**config.mk**
```make
export PLATFORM = sky130hd
export DESIGN_NAME = gpu_alu_pipe
export DESIGN_NICKNAME = d
export VERILOG_FILES = /design/src/rtl/gpu_alu_pkg.sv /design/src/rtl/gpu_alu_core.sv /design/src/rtl/gpu_alu_pipe.sv
export SDC_FILE = /design/constraint.sdc
export NUM_CORES = 1
export LEC_CHECK = 0
export ABC_AREA = 1
export BUFFER_PORTS_ARGS = -buffer_cell sky130_fd_sc_hd__buf_2
export CAP_MARGIN = 10
export CORE_AREA = 3 3 121 123
export DETAILED_ROUTE_END_ITERATION = 8
export DIE_AREA = 0 0 124 126
export HOLD_SLACK_MARGIN = 0.03
export PLACE_DENSITY = 0.77
export SLEW_MARGIN = 20
export SYNTH_ARGS = -nofsm -noshare
export SYNTH_HDL_FRONTEND = slang
export SYNTH_HIERARCHICAL = 1
export SYNTH_SLANG_ARGS = --single-unit
export TNS_END_PERCENT = 20
```
**constraint.sdc**
```tcl
create_clock -name clk -period 2.9 [get_ports clk]
set_clock_uncertainty 0.05 [all_clocks]
set_input_delay 0.58 -clock clk [delete_from_list [all_inputs] [get_ports clk]]
set_output_delay 0.58 -clock clk [all_outputs]
set_load 0.1 [all_outputs]
```
**src/rtl/gpu_alu_pkg.sv**
```systemverilog
// gpu_alu_pkg: opcode encodings and flag bit positions shared by the ALU pipeline
package gpu_alu_pkg;
    localparam int OP_ADD = 0;
    localparam int OP_SUB = 1;
    localparam int OP_SLL = 2;
    localparam int OP_SRL = 3;
    localparam int OP_SRA = 4;
    localparam int OP_AND = 5;
    localparam int OP_OR  = 6;
    localparam int OP_XOR = 7;
    localparam int FLAG_N = 3;
    localparam int FLAG_Z = 2;
    localparam int FLAG_C = 1;
    localparam int FLAG_V = 0;
endpackage

```
**src/rtl/gpu_alu_core.sv**
```systemverilog
// gpu_alu_core: combinational ALU datapath producing result and NZCV flags
module gpu_alu_core
    import gpu_alu_pkg::*;
#(
    parameter int DATA_WIDTH = 16,
    parameter int CTRL_WIDTH = 3,
    parameter int SAT_EN     = 1
) (
    input  logic [DATA_WIDTH-1:0] a,
    input  logic [DATA_WIDTH-1:0] b,
    input  logic [CTRL_WIDTH-1:0] op,
    input  logic                  sat,
    output logic [DATA_WIDTH-1:0] result,
    output logic [3:0]            flags
);
    localparam int MSB = DATA_WIDTH - 1;

    logic [DATA_WIDTH:0]   sum;
    logic [DATA_WIDTH:0]   diff;
    logic [DATA_WIDTH-1:0] raw;
    logic [DATA_WIDTH-1:0] sat_val;
    logic                  is_add;
    logic                  is_sub;
    logic                  ovf;
    logic                  carry;

    // The extra top bit of the widened sum/difference is carry-out or borrow (a < b).
    assign sum     = {1'b0, a} + {1'b0, b};
    assign diff    = {1'b0, a} - {1'b0, b};
    assign is_add  = op == CTRL_WIDTH'(OP_ADD);
    assign is_sub  = op == CTRL_WIDTH'(OP_SUB);
    assign ovf     = is_add ? (a[MSB] == b[MSB]) && (sum[MSB] != a[MSB]) :
                     is_sub ? (a[MSB] != b[MSB]) && (diff[MSB] != a[MSB]) : 1'b0;
    assign carry   = is_add ? sum[DATA_WIDTH] : is_sub ? diff[DATA_WIDTH] : 1'b0;
    // On overflow the true result has the sign of a, so clamp toward that side.
    assign sat_val = a[MSB] ? {1'b1, {MSB{1'b0}}} : {1'b0, {MSB{1'b1}}};

    // Select the raw operation result; unknown opcodes yield zero.
    always_comb begin
        raw = '0;
        case (op)
            CTRL_WIDTH'(OP_ADD): raw = sum[DATA_WIDTH-1:0];
            CTRL_WIDTH'(OP_SUB): raw = diff[DATA_WIDTH-1:0];
            CTRL_WIDTH'(OP_SLL): raw = a << b;
            CTRL_WIDTH'(OP_SRL): raw = a >> b;
            CTRL_WIDTH'(OP_SRA): raw = $unsigned($signed(a) >>> b);
            CTRL_WIDTH'(OP_AND): raw = a & b;
            CTRL_WIDTH'(OP_OR):  raw = a | b;
            CTRL_WIDTH'(OP_XOR): raw = a ^ b;
            default:             raw = '0;
        endcase
    end

    // Apply saturation, then derive N/Z from the final result.
    always_comb begin
        result         = (SAT_EN != 0 && sat && ovf) ? sat_val : raw;
        flags          = '0;
        flags[FLAG_N]  = result[MSB];
        flags[FLAG_Z]  = result == '0;
        flags[FLAG_C]  = carry;
        flags[FLAG_V]  = ovf;
    end
endmodule

```
**src/rtl/gpu_alu_pipe.sv**
```systemverilog
// gpu_alu_pipe: two-stage valid/ready pipeline wrapped around gpu_alu_core
module gpu_alu_pipe
    import gpu_alu_pkg::*;
#(
    parameter int DATA_WIDTH = 16,
    parameter int CTRL_WIDTH = 3,
    parameter int TAG_WIDTH  = 4,
    parameter int SAT_EN     = 1
) (
    input  logic                  clk,
    input  logic                  rst,
    input  logic                  in_valid,
    output logic                  in_ready,
    input  logic [DATA_WIDTH-1:0] in_a,
    input  logic [DATA_WIDTH-1:0] in_b,
    input  logic [CTRL_WIDTH-1:0] in_op,
    input  logic                  in_sat,
    input  logic [TAG_WIDTH-1:0]  in_tag,
    output logic                  out_valid,
    input  logic                  out_ready,
    output logic [DATA_WIDTH-1:0] out_result,
    output logic [3:0]            out_flags,
    output logic [TAG_WIDTH-1:0]  out_tag
);
    logic                  s1_valid;
    logic [DATA_WIDTH-1:0] s1_a;
    logic [DATA_WIDTH-1:0] s1_b;
    logic [CTRL_WIDTH-1:0] s1_op;
    logic                  s1_sat;
    logic [TAG_WIDTH-1:0]  s1_tag;
    logic                  s2_valid;
    logic [DATA_WIDTH-1:0] s2_result;
    logic [3:0]            s2_flags;
    logic [TAG_WIDTH-1:0]  s2_tag;
    logic [DATA_WIDTH-1:0] core_result;
    logic [3:0]            core_flags;
    logic                  s1_adv;
    logic                  s2_adv;

    gpu_alu_core #(
        .DATA_WIDTH(DATA_WIDTH),
        .CTRL_WIDTH(CTRL_WIDTH),
        .SAT_EN    (SAT_EN)
    ) u_core (
        .a     (s1_a),
        .b     (s1_b),
        .op    (s1_op),
        .sat   (s1_sat),
        .result(core_result),
        .flags (core_flags)
    );

    // A stage may advance when empty or when its successor advances.
    assign s2_adv     = !s2_valid || out_ready;
    assign s1_adv     = !s1_valid || s2_adv;
    assign in_ready   = s1_adv;
    assign out_valid  = s2_valid;
    assign out_result = s2_result;
    assign out_flags  = s2_flags;
    assign out_tag    = s2_tag;

    // Pipeline registers; payload loads only with a valid op so a held output stays stable.
    always_ff @(posedge clk) begin
        if (rst) begin
            s1_valid  <= 1'b0;
            s1_a      <= '0;
            s1_b      <= '0;
            s1_op     <= '0;
            s1_sat    <= 1'b0;
            s1_tag    <= '0;
            s2_valid  <= 1'b0;
            s2_result <= '0;
            s2_flags  <= '0;
            s2_tag    <= '0;
        end else begin
            if (s1_adv) begin
                s1_valid <= in_valid;
                if (in_valid) begin
                    s1_a   <= in_a;
                    s1_b   <= in_b;
                    s1_op  <= in_op;
                    s1_sat <= in_sat;
                    s1_tag <= in_tag;
                end
            end
            if (s2_adv) begin
                s2_valid <= s1_valid;
                if (s1_valid) begin
                    s2_result <= core_result;
                    s2_flags  <= core_flags;
                    s2_tag    <= s1_tag;
                end
            end
        end
    end
endmodule
```
# == Word level (Yosys, flattened, before mapping) ==
# Cells that the tools add are included.
# op_classes
addsub,2
n_shift,3
n_mux,7
n_eq_ne,11
bitwise,3
n_reduce_logical,11
# ops
op,count
one-hot mux 16 bit (8 select lines),1
2-to-1 mux 16 bit,2
adder 16 x 16 -> 17 bit,1
subtractor 16 x 16 -> 17 bit,1
bitwise AND 16 bit,1
logical NOT 16 bit,1
OR 16 bit,1
<< shifter 16 x 16 -> 16 bit,1
right shift 16 x 16 -> 16 bit,1
>>> shifter 16 x 16 -> 16 bit,1
bitwise XOR 16 bit,1
"== test 3 bit, second input constant",4
"== test 3 x 2 -> 1 bit, second input constant",2
2-to-1 mux 1 bit,4
AND reduction 2 bit,2
"== test 3 x 1 -> 1 bit, second input constant",1
logical AND 1 bit,3
logical NOT 3 bit,1
!= test 1 bit,3
logical NOT 1 bit,2
logical OR 1 bit,2
== test 1 bit,1
# totals
inputBits,44
register_bits,66
word_cells,47

# == Depth between registers and ports, before layout ==
# Gate-level depths: netlist (run 1).
# depth
word_depth,8
mapped_depth,26
depth_no_buf,25

# == By module ==
# Netlist (run 1), hierarchy kept.
# modules_own_cells
mod,cells_per_inst,n_inst,area_each_um2
gpu_alu_core,922,1,4745.8
gpu_alu_pipe,401,1,2812.7

# == Worst setup path after synthesis (run 1) ==
# Ideal clock, no wire load.
# synth_path
kind,register to register
from,register s1_b[3]
to,"register s2_flags[2], in the netlist out_flags[2]"
t_required_ps,2785
t_arrival_ps,2901
setup_slack_ps,-116
stages_incl_launch_ff,24
synth_period_minus_slack_ps,3016
n_path_buf,3
cell_sequence,dfxtp_1 clkbuf_1 inv_2 clkbuf_1 ha_1 buf_2 nor3_1 nand2_1 nand2_2 nand2_4 nand3_1 nand3_2 nand2_4 nand2_8 inv_8 a21oi_1 a21oi_2 nand2_1 nor2_1 nand2_1 nor2_1 nand3b_1 nand2_1 nor2_1
# synth_between
elab_chain_cells,8
elab_cells_between_ends,18
# synth_rtl
element,line_no,text
start: declaration,gpu_alu_pipe.sv:27,logic [DATA_WIDTH-1:0] s1_b;
start signal: assignment,gpu_alu_pipe.sv:80,s1_b <= in_b;
subtractor 16 x 16 -> 17 bit,gpu_alu_core.sv:29,"assign diff = {1'b0, a} - {1'b0, b};"
!= test 1 bit,gpu_alu_core.sv:33,is_sub ? (a[MSB] != b[MSB]) && (diff[MSB] != a[MSB]) : 1'b0;
logical AND 1 bit,gpu_alu_core.sv:33,
2-to-1 mux 1 bit,gpu_alu_core.sv:33,
2-to-1 mux 1 bit *,gpu_alu_core.sv:32,assign ovf = is_add ? (a[MSB] == b[MSB]) && (sum[MSB] != a[MSB]) :
named net u_core.ovf,gpu_alu_core.sv:24,logic ovf;
logical AND 1 bit *,gpu_alu_core.sv:56,result = (SAT_EN != 0 && sat && ovf) ? sat_val : raw;
2-to-1 mux 16 bit *,gpu_alu_core.sv:56,
logical NOT 16 bit *,gpu_alu_core.sv:59,flags[FLAG_Z] = result == '0;
named net core_flags[2],gpu_alu_pipe.sv:36,logic [3:0] core_flags;
end signal: assignment,gpu_alu_pipe.sv:90,s2_flags <= core_flags;
end: declaration,gpu_alu_pipe.sv:33,logic [3:0] s2_flags;
# The timed path passes the listed nets; every way through them passes the cells marked *.
# A chain may end at the register's enable or synchronous reset.

# == Worst setup path after layout (run 1) ==
# layout_path
from,register s1_b[5]
to,"register s2_flags[2], in the netlist out_flags[2]"
# layout_between
elab_chain_cells,8
elab_cells_between_ends,18
# layout_rtl
element,line_no
subtractor 16 x 16 -> 17 bit,gpu_alu_core.sv:29
!= test 1 bit,gpu_alu_core.sv:33
logical AND 1 bit,gpu_alu_core.sv:33
2-to-1 mux 1 bit,gpu_alu_core.sv:33
2-to-1 mux 1 bit,gpu_alu_core.sv:32
logical AND 1 bit,gpu_alu_core.sv:56
2-to-1 mux 16 bit *,gpu_alu_core.sv:56
logical NOT 16 bit *,gpu_alu_core.sv:59
named net core_flags[2],gpu_alu_pipe.sv:36
# Marks and branches as above.

==> impl_results.md, run 1 <==
* Synth top area cells: sky130_fd_sc_hd__dfxtp_1 17%, sky130_fd_sc_hd__nand2_1 17%, sky130_fd_sc_hd__nand3_1 12%, sky130_fd_sc_hd__ha_1 7.9%, sky130_fd_sc_hd__nor2_1 7.6%
* Number of buffers added by the clock tree synthesis step at 9
* Final Critical Period at roughly 2.9 ns
* Synthesized cell area at 0.007558 mm²
* Maximum achievable frequency at about 350 MHz
* Critical Path End Type: register
* Total routing resource utilization after global routing at 36.55%
* H-tree level count at 3
* Unrepaired setup endpoints after global routing: true
* Proportion of power drawn by the clock network at 26.7%
* Routability cong. at 1.055
* Largest net degree at the start of global routing at 82
* Antenna Cells at 0
* Post-synthesis mux area share at 0%
* Static leakage power at between 4 and 5 nW
* Total setup violations reported at the end of the flow at 0
* Die extent in y at around 130 µm
* Largest voltage drop on the vdd net at 305.9 µV
* Most used flip-flop cell after synthesis: sky130_fd_sc_hd__dfxtp_1
* Row cnt at 43
* DPL Wire Length at around 22000 µm
* Cell area power density at 449.9 mW/mm²
* Post-route ant nets at 0
* Avg Vias per Cell at 5.752
* Number of global-route vias before repair at between 8000 and 9000
* Top fanout value on the critical path at 8
* Switching power share of the total at 42.75%
* Count of filler cells inserted in the layout at 1332
* Slack of the worst reg-to-reg path at between 0.04 and 0.05 ns
* Yosys synthesis warning count at 6
* Number of maximum-capacitance constraint violations at 0
* Clock root buffer master: sky130_fd_sc_hd__clkbuf_16
* Number of standard cells in the layout, taps in and fillers out at 1648
* Final total negative setup slack at 0 ns
* Number of sinks handled by clock tree synthesis at 66
* Largest family of logic cells by synthesized area: simple AND/OR/NAND/NOR gates
* Clock-pin slew on the worst setup and hold paths at roughly 0.06 ns
* Final layout net count at approximately 1600
* Slew @ Worst Pin at 0.8264 ns
* Relative slew slack at 44.77%
* Drt first pass iters at 8
* Yosys cell types at 53
* Wire length after detailed routing at between 20000 and 30000 µm
* Critical path start-end classification: register to register
* Final slew viol count at 0
* Source-to-sink clock delay at the later pin of the worst-skew pair at between 0.3 and 0.4 ns
* Global-route wire length before repair at 44660 µm
* Number of antenna violations at the first check in global routing at 0
* Register bit total from synthesis at 66
* Int Pwr at around 0.0024 W
* Startpoint of the worst hold path: rst
* Overflow left after global routing at 0
* Detailed-route via count at ~9500
* Initial core utilization at 54.88%
* Die outline area at roughly 0.016 mm²
* Largest area contributor in the netlist: sky130_fd_sc_hd__dfxtp_1
* Mean routed wirelength per cell at 17.44 µm
* Post-route worst hold slack at 0.3862 ns
* Reg-to-reg critical path startpoint: s1_b[5]
* Area growth from synthesis to layout at 25.29%
* Drt drc at 0
* Synth Area in Simple Gates at between 40 and 50%
* Compound-Gate Fraction of Synth Area at 14.72%
* Sequential cell fraction of total power at 24.1%
* Required time at the endpoint of the critical path at 3.09 ns
* Most common cell in the synthesized netlist: sky130_fd_sc_hd__nand2_1
* Fraction of synthesis flops using an asynchronous set or reset pin at 0%
* Count of routing violations after the opening detailed-route iteration at 1214
* Area of the core at 0.01377 mm²
* Die Wd at between 100 and 150 µm
* Xor/xnor share of the synthesized area at 1.043%
* Sequential-to-total area share from yosys stat at about 17%
* Number of top-level pins at 70
* Synthesized area per cell at 5.713 µm²
* Post-layout util at 68.76%
* Final worst-path cycle share at a little over nine tenths
* Clock tree from TritonCTS: built
* Data arrival at the endpoint of the critical path at between 3 and 4 ns
* Port buffer count at 69
* Run status: finished clean
* Count of flip-flops with a built-in enable after synthesis at 0
* Clock tree buffer depth at 2
* Area share of fa/ha/maj cells after synthesis at 8.475%
* Post-synthesis cell count at approximately 1300
* Share of power burned in combinational logic at 49.1%
* Post-synth top area share at 17.48%
* Sw Pwr at 0.001821 W
* Fraction of layout cells with a size suffix above 1 at 22.96%
* Launching instance or port of the critical path: s1_b[5]
* Cell total after placement at about 1600
* Kind of path behind the tightest hold check: input pin to register
* Hold violation count in the final report at 0
* Critical Path Start Type: register
* Commonest cells post-synth: 352 x sky130_fd_sc_hd__nand2_1, 184 x sky130_fd_sc_hd__nand3_1, 153 x sky130_fd_sc_hd__nor2_1, 130 x sky130_fd_sc_hd__inv_1, 109 x sky130_fd_sc_hd__a21oi_1
* Post-synth net total at 1417
[repair_timing]
action / 4_1_cts / 5_1_grt
gates resized for setup: 15 / 69
hold buffers: 0 / 0
setup endpoints to repair: 4 / 15
pin swaps: 1 / 15
setup buffers: 1 / 5
gates cloned: 0 / 2
[layer usage]
layer / vias up / global-route usage [%] / wire, µm
met5: - / 0 / 0
met4: 0 / 18.56 / 1499
met3: 114 / 8.442 / 2513
met2: 464 / 58.22 / 13080
met1: 4320 / 45.83 / 11650
li1: 4581 / - / -
[worst max-delay path: stages, from the launching register on]
cell	delay, ns
sky130_fd_sc_hd__dfxtp_1	0.31
sky130_fd_sc_hd__inv_2	0.07
sky130_fd_sc_hd__buf_4	0.11
sky130_fd_sc_hd__nand2_1	0.08
sky130_fd_sc_hd__nor2_4	0.24
sky130_fd_sc_hd__buf_12	0.17
sky130_fd_sc_hd__nand3_1	0.12
sky130_fd_sc_hd__nand2_1	0.15
sky130_fd_sc_hd__nand2_1	0.10
sky130_fd_sc_hd__o21ai_0	0.16
sky130_fd_sc_hd__buf_4	0.16
sky130_fd_sc_hd__nand2_1	0.06
sky130_fd_sc_hd__nand3_1	0.06
sky130_fd_sc_hd__nand2_1	0.05
sky130_fd_sc_hd__inv_1	0.05
sky130_fd_sc_hd__nand2_1	0.07
sky130_fd_sc_hd__nand3_1	0.09
sky130_fd_sc_hd__nand2_1	0.09
sky130_fd_sc_hd__nand3_1	0.11
sky130_fd_sc_hd__nor2_1	0.05
sky130_fd_sc_hd__nand2_1	0.05
sky130_fd_sc_hd__nor2_1	0.04
sky130_fd_sc_hd__nand3b_1	0.14
sky130_fd_sc_hd__nand2_1	0.10
sky130_fd_sc_hd__nor2_1	0.04
[sequential cells by signal, indices dropped and copies added (netlist names)]
name,count
out_valid,1
s1_op,3
out_result,16
s1_tag,4
s1_a,16
s1_b,16
out_flags,4
s1_sat,1
out_tag,4
s1_valid,1
[stage by stage]
| stage | power, W | cell area (µm²) | setup slack (ns) |
|---|---|---|---|
| 2_1_floorplan | 0.002309 | 7569 | 0.009303 |
| 3_3_place_gp | 0.002931 | 8752 | -0.1703 |
| 3_5_place_dp | 0.002946 | 8752 | -0.2118 |
| 4_1_cts | 0.004109 | 9109 | 0.002329 |
| 5_1_grt | 0.004503 | 9470 | -0.1192 |
| 6_report | 0.004261 | 9470 | 0.04677 |
[area by class of cell]
cell class	count	area, µm²	area share, %
clock buffer	11	242.7	2.563
clock inverter	5	61.31	0.6474
inverter	156	595.6	6.289
multi-input combinational	1026	5564	58.75
sequential	66	1333	14.07
tap	180	225.2	2.378
timing repair buffer	204	1449	15.30
[cells by family (layout without fill, tap and decap cells)]
logic type | count (synthesis) | count (layout)
adders and majority gates | 50 | 50
and+or+nand+nor | 770 | 770
xor gates and xnor gates | 9 | 9
DFF | 66 | 66
buffers and inverters | 231 | 376
AOI/OAI and AO/OA | 197 | 197
[final timing paths]
kind	to	cells after the start
hold / removal	out_valid	2
setup reg to reg	out_flags[2]	24
hold reg to reg	s1_tag[0]	2
setup / recovery	out_flags[2]	24
[cells in the final DEF, fill, tap and decap left out, drive strengths merged, types with 2 or more instances in the layout]
cell	count
a211oi	4
a21boi	4
a21oi	115
a221oi	3
a22oi	3
a31o	2
a31oi	3
buf	201
clkbuf	14
clkinv	5
dfxtp	66
fa	2
ha	48
inv	155
nand2	358
nand3	188
nand3b	26
nand4	24
nor2	162
nor3	8
o2111ai	2
o211ai	4
o21ai	43
o21bai	3
o22ai	7
o31ai	2
xor2	8
[power by group through the flow]
stage / sequential [W] / combinational, W / clock (W)
floorplan: 0.00125 / 0.00106 / 0
global placement: 0.00104 / 0.00189 / 0
detailed placement: 0.00105 / 0.00190 / 0
CTS: 0.00103 / 0.00193 / 0.00115
global route: 0.00104 / 0.00226 / 0.00120
finish: 0.00103 / 0.00209 / 0.00114
Power figures use the tool's default switching activity.
==> inputs of run 2 (changes only) <==
--- a/config.mk
+++ b/config.mk
@@ -12,7 +12,7 @@
 export DETAILED_ROUTE_END_ITERATION = 8
 export DIE_AREA = 0 0 124 126
 export HOLD_SLACK_MARGIN = 0.03
-export PLACE_DENSITY = 0.77
+export PLACE_DENSITY = 0.87
 export SLEW_MARGIN = 20
 export SYNTH_ARGS = -nofsm -noshare
 export SYNTH_HDL_FRONTEND = slang
==> run 2 against run 1 <==
The flow now finishes with violations (negative setup slack); first-iteration DRC count down 1.6%; maximum frequency is 4.4% lower; power increased by 1.2%; routed wire length up 3.0%; clock power about the same; count of clock-buffer cells in the layout shrank 1; global-route usage decreased by 0.79 points; highest routed layer unchanged.
==> impl_results.md, run 2 (same netlist as run 1, synthesis figures left out) <==
* Post-route setup slack at -0.08491 ns
* Slew @ Worst Pin at 0.8162 ns
* Number of buffers added by the clock tree synthesis step at 9
* Final worst-path cycle share at 102.9%
* End point of the most critical hold path: s1_valid
* Post-route ant nets at 0
* Static leakage power at just over 5 nW
* Setup slack at placement at -0.06537 ns
* Clock tree buffer depth at 2
* Area growth from synthesis to layout at 28.07%
* Sw Pwr at 0.001864 W
* Hold depth at 2
* Worst R2R Path Depth at 24
* Top fanout value on the critical path at 7
* Routability cong. at roughly 1.1
* Most frequent cells in the layout: 327 x sky130_fd_sc_hd__nand2_1, 159 x sky130_fd_sc_hd__nand3_1, 145 x sky130_fd_sc_hd__nor2_1
* Number of maximum-capacitance constraint violations at 0
* Clock-pin slew on the worst setup and hold paths at 0.06 ns
* Area of the core at 0.01377 mm²
* Data arrival at the endpoint of the critical path at 3.17 ns
* Antenna Cells at 0
* Count of filler cells inserted in the layout at 1263
* Slack of the worst reg-to-reg path at -0.08 ns
* Die extent in y at 126 µm
* Initial core utilization at a little over half
* Largest net degree at the start of global routing at 82
* Required time at the endpoint of the critical path at around 3.1 ns
* Proportion of power drawn by the clock network at 26.1%
* Failing checks: negative setup slack
* DPL Wire Length at 21970 µm
* Die outline area at 0.01562 mm²
* Die Wd at 124 µm
* Cell area power density at 445.6 mW/mm²
* Wire length after detailed routing at 29600 µm
* Count of routing violations after the opening detailed-route iteration at ~1200
* Maximum achievable frequency at 335.0 MHz
* Reg-to-reg critical path startpoint: s1_b[10]
* Relative slew slack at 45.45%
* Clock root buffer master: sky130_fd_sc_hd__clkbuf_16
* Int Pwr at 0.002450 W
* Drt first pass iters at 6
* Row cnt at 43
* Switching power share of the total at 43.21%
* Largest voltage drop on the vdd net at 467.4 µV
* Post-placement cell area at 0.008835 mm²
* Number of top-level pins at 70
* Critical path start-end classification: register to register
* Number of sinks handled by clock tree synthesis at 66
* Final total power at 0.004314 W
* Share of power burned in combinational logic at 50.0%
* Total setup violations reported at the end of the flow at 1
* Run status: complete, but fails checks
* Total routing resource utilization after global routing at a little over a third
* Global-route wire length before repair at 44040 µm
* Hold violation count in the final report at 0
* Number of global-route vias before repair at 8824
* Number of antenna violations at the first check in global routing at 0
* Final Critical Period at 2.985 ns
* Endpoint of the worst register-to-register path: out_flags[2]
* Overflow left after global routing at 0
* Drt drc at 0
* Source-to-sink clock delay at the later pin of the worst-skew pair at 0.34 ns
* Clock tree from TritonCTS: built
* Kind of path behind the tightest hold check: input pin to register
* Final total negative setup slack at -0.08491 ns
* Area of all placed cells without fillers at 0.009681 mm²
* H-tree level count at 3
* Critical Path End Type: register
* Mean routed wirelength per cell at 17.81 µm
* Fraction of layout cells with a size suffix above 1 at 25.98%
* Startpoint of the worst hold path: rst
* Most common library cell in the layout ignoring fill and taps: sky130_fd_sc_hd__nand2_1
* Final layout net count at ~1600
* Unrepaired setup endpoints after global routing: true
* Critical Path Start Type: register
* Multi-input gate area at 0.005662 mm²
* Count of hold-fix buffers inserted at cts at 0
* Avg Vias per Cell at roughly 5.9
* Seq. cell area at 0.001330 mm²
* Detailed-route via count at 9820
* Final slew viol count at 0
* Port buffer count at 69
* Sequential cell fraction of total power at 23.9%
[run 2: cell count changes in the layout (fill, tap and decap cells not counted), moves of 3 or more]
cell	delta
sky130_fd_sc_hd__nand3_2	+20
sky130_fd_sc_hd__nand2_2	+14
sky130_fd_sc_hd__nand3_1	-20
sky130_fd_sc_hd__inv_1	+6
sky130_fd_sc_hd__nor2_1	-5
sky130_fd_sc_hd__inv_2	-6
sky130_fd_sc_hd__ha_4	-5
sky130_fd_sc_hd__ha_2	+3
sky130_fd_sc_hd__nand2_1	-15
sky130_fd_sc_hd__buf_4	+12
sky130_fd_sc_hd__nor2_2	+6
[run 2: layout make-up]
class / instances / area share, %
clock buffer: 10 / 2.469
clock inverter: 6 / 0.6592
inverter: 156 / 6.152
multi-input combinational: 1026 / 58.49
sequential: 66 / 13.74
tap: 180 / 2.326
timing repair buffer: 218 / 16.17
[run 2: worst max-delay path: stages, from the launching register on]
cell                        delay (ns)
sky130_fd_sc_hd__dfxtp_1          0.31
sky130_fd_sc_hd__buf_4            0.13
sky130_fd_sc_hd__nor2_1           0.09
sky130_fd_sc_hd__nand2_1          0.11
sky130_fd_sc_hd__nor2_4           0.29
sky130_fd_sc_hd__buf_12           0.16
sky130_fd_sc_hd__clkbuf_16        0.14
sky130_fd_sc_hd__nand4_1          0.10
sky130_fd_sc_hd__nand3_1          0.14
sky130_fd_sc_hd__nand2_1          0.08
sky130_fd_sc_hd__nand2_2          0.16
sky130_fd_sc_hd__nand2_1          0.11
sky130_fd_sc_hd__nand2_1          0.07
sky130_fd_sc_hd__nand2_1          0.04
sky130_fd_sc_hd__nand2_1          0.07
sky130_fd_sc_hd__nand2_1          0.07
sky130_fd_sc_hd__nand2_1          0.12
sky130_fd_sc_hd__nand3_1          0.10
sky130_fd_sc_hd__nand3_1          0.10
sky130_fd_sc_hd__nor2_1           0.04
sky130_fd_sc_hd__nand2_1          0.05
sky130_fd_sc_hd__nor2_1           0.03
sky130_fd_sc_hd__nand3b_1         0.14
sky130_fd_sc_hd__nand2_1          0.12
sky130_fd_sc_hd__nor2_1           0.04
[run 2: worst max path at each step]
stage | startpoint | to | slack (ns)
6_report | s1_b[10] | out_flags[2] | -0.08
5_1_grt | s1_b[10] | out_flags[2] | -0.28
4_1_cts | s1_a[0] | out_flags[2] | 0.0007
3_5_place_dp | s1_a[0] | out_flags[2] | -0.07
3_3_place_gp | s1_a[0] | out_flags[2] | -0.06
2_1_floorplan | s1_b[1] | out_flags[2] | 0.009
[run 2: repair_timing]
action | in CTS | in global routing
resized for setup | 13 | 100
cloned | 0 | 3
setup buffers | 0 | 8
endpoints found under the setup margin | 4 | 18
pin swaps | 1 | 21
[run 2: routing by layer]
metal	track usage, %	part of all wire [%]	vias up
met3	7.274	10	165
met4	21.91	6.9	0
met1	43.91	38	4445
li1	-	-	4622
met5	0	0	-
met2	56.89	45	588
[run 2: power by group through the flow]
stage	Sequential [W]	Clock, W	Combinational [W]
2_1_floorplan	0.00125	0	0.00106
3_3_place_gp	0.00104	0	0.00190
3_5_place_dp	0.00105	0	0.00192
4_1_cts	0.00103	0.00113	0.00194
5_1_grt	0.00104	0.00118	0.00231
6_report	0.00103	0.00113	0.00216
[run 2: stage by stage]
stage	util, %	hold slack (ns)	std cells
2_1_floorplan	-	0.3926	1323
3_3_place_gp	64.14	0.4036	1635
3_5_place_dp	64.14	0.4109	1635
4_1_cts	66.56	0.3819	1651
5_1_grt	70.29	0.3856	1662
6_report	70.29	0.3854	1662
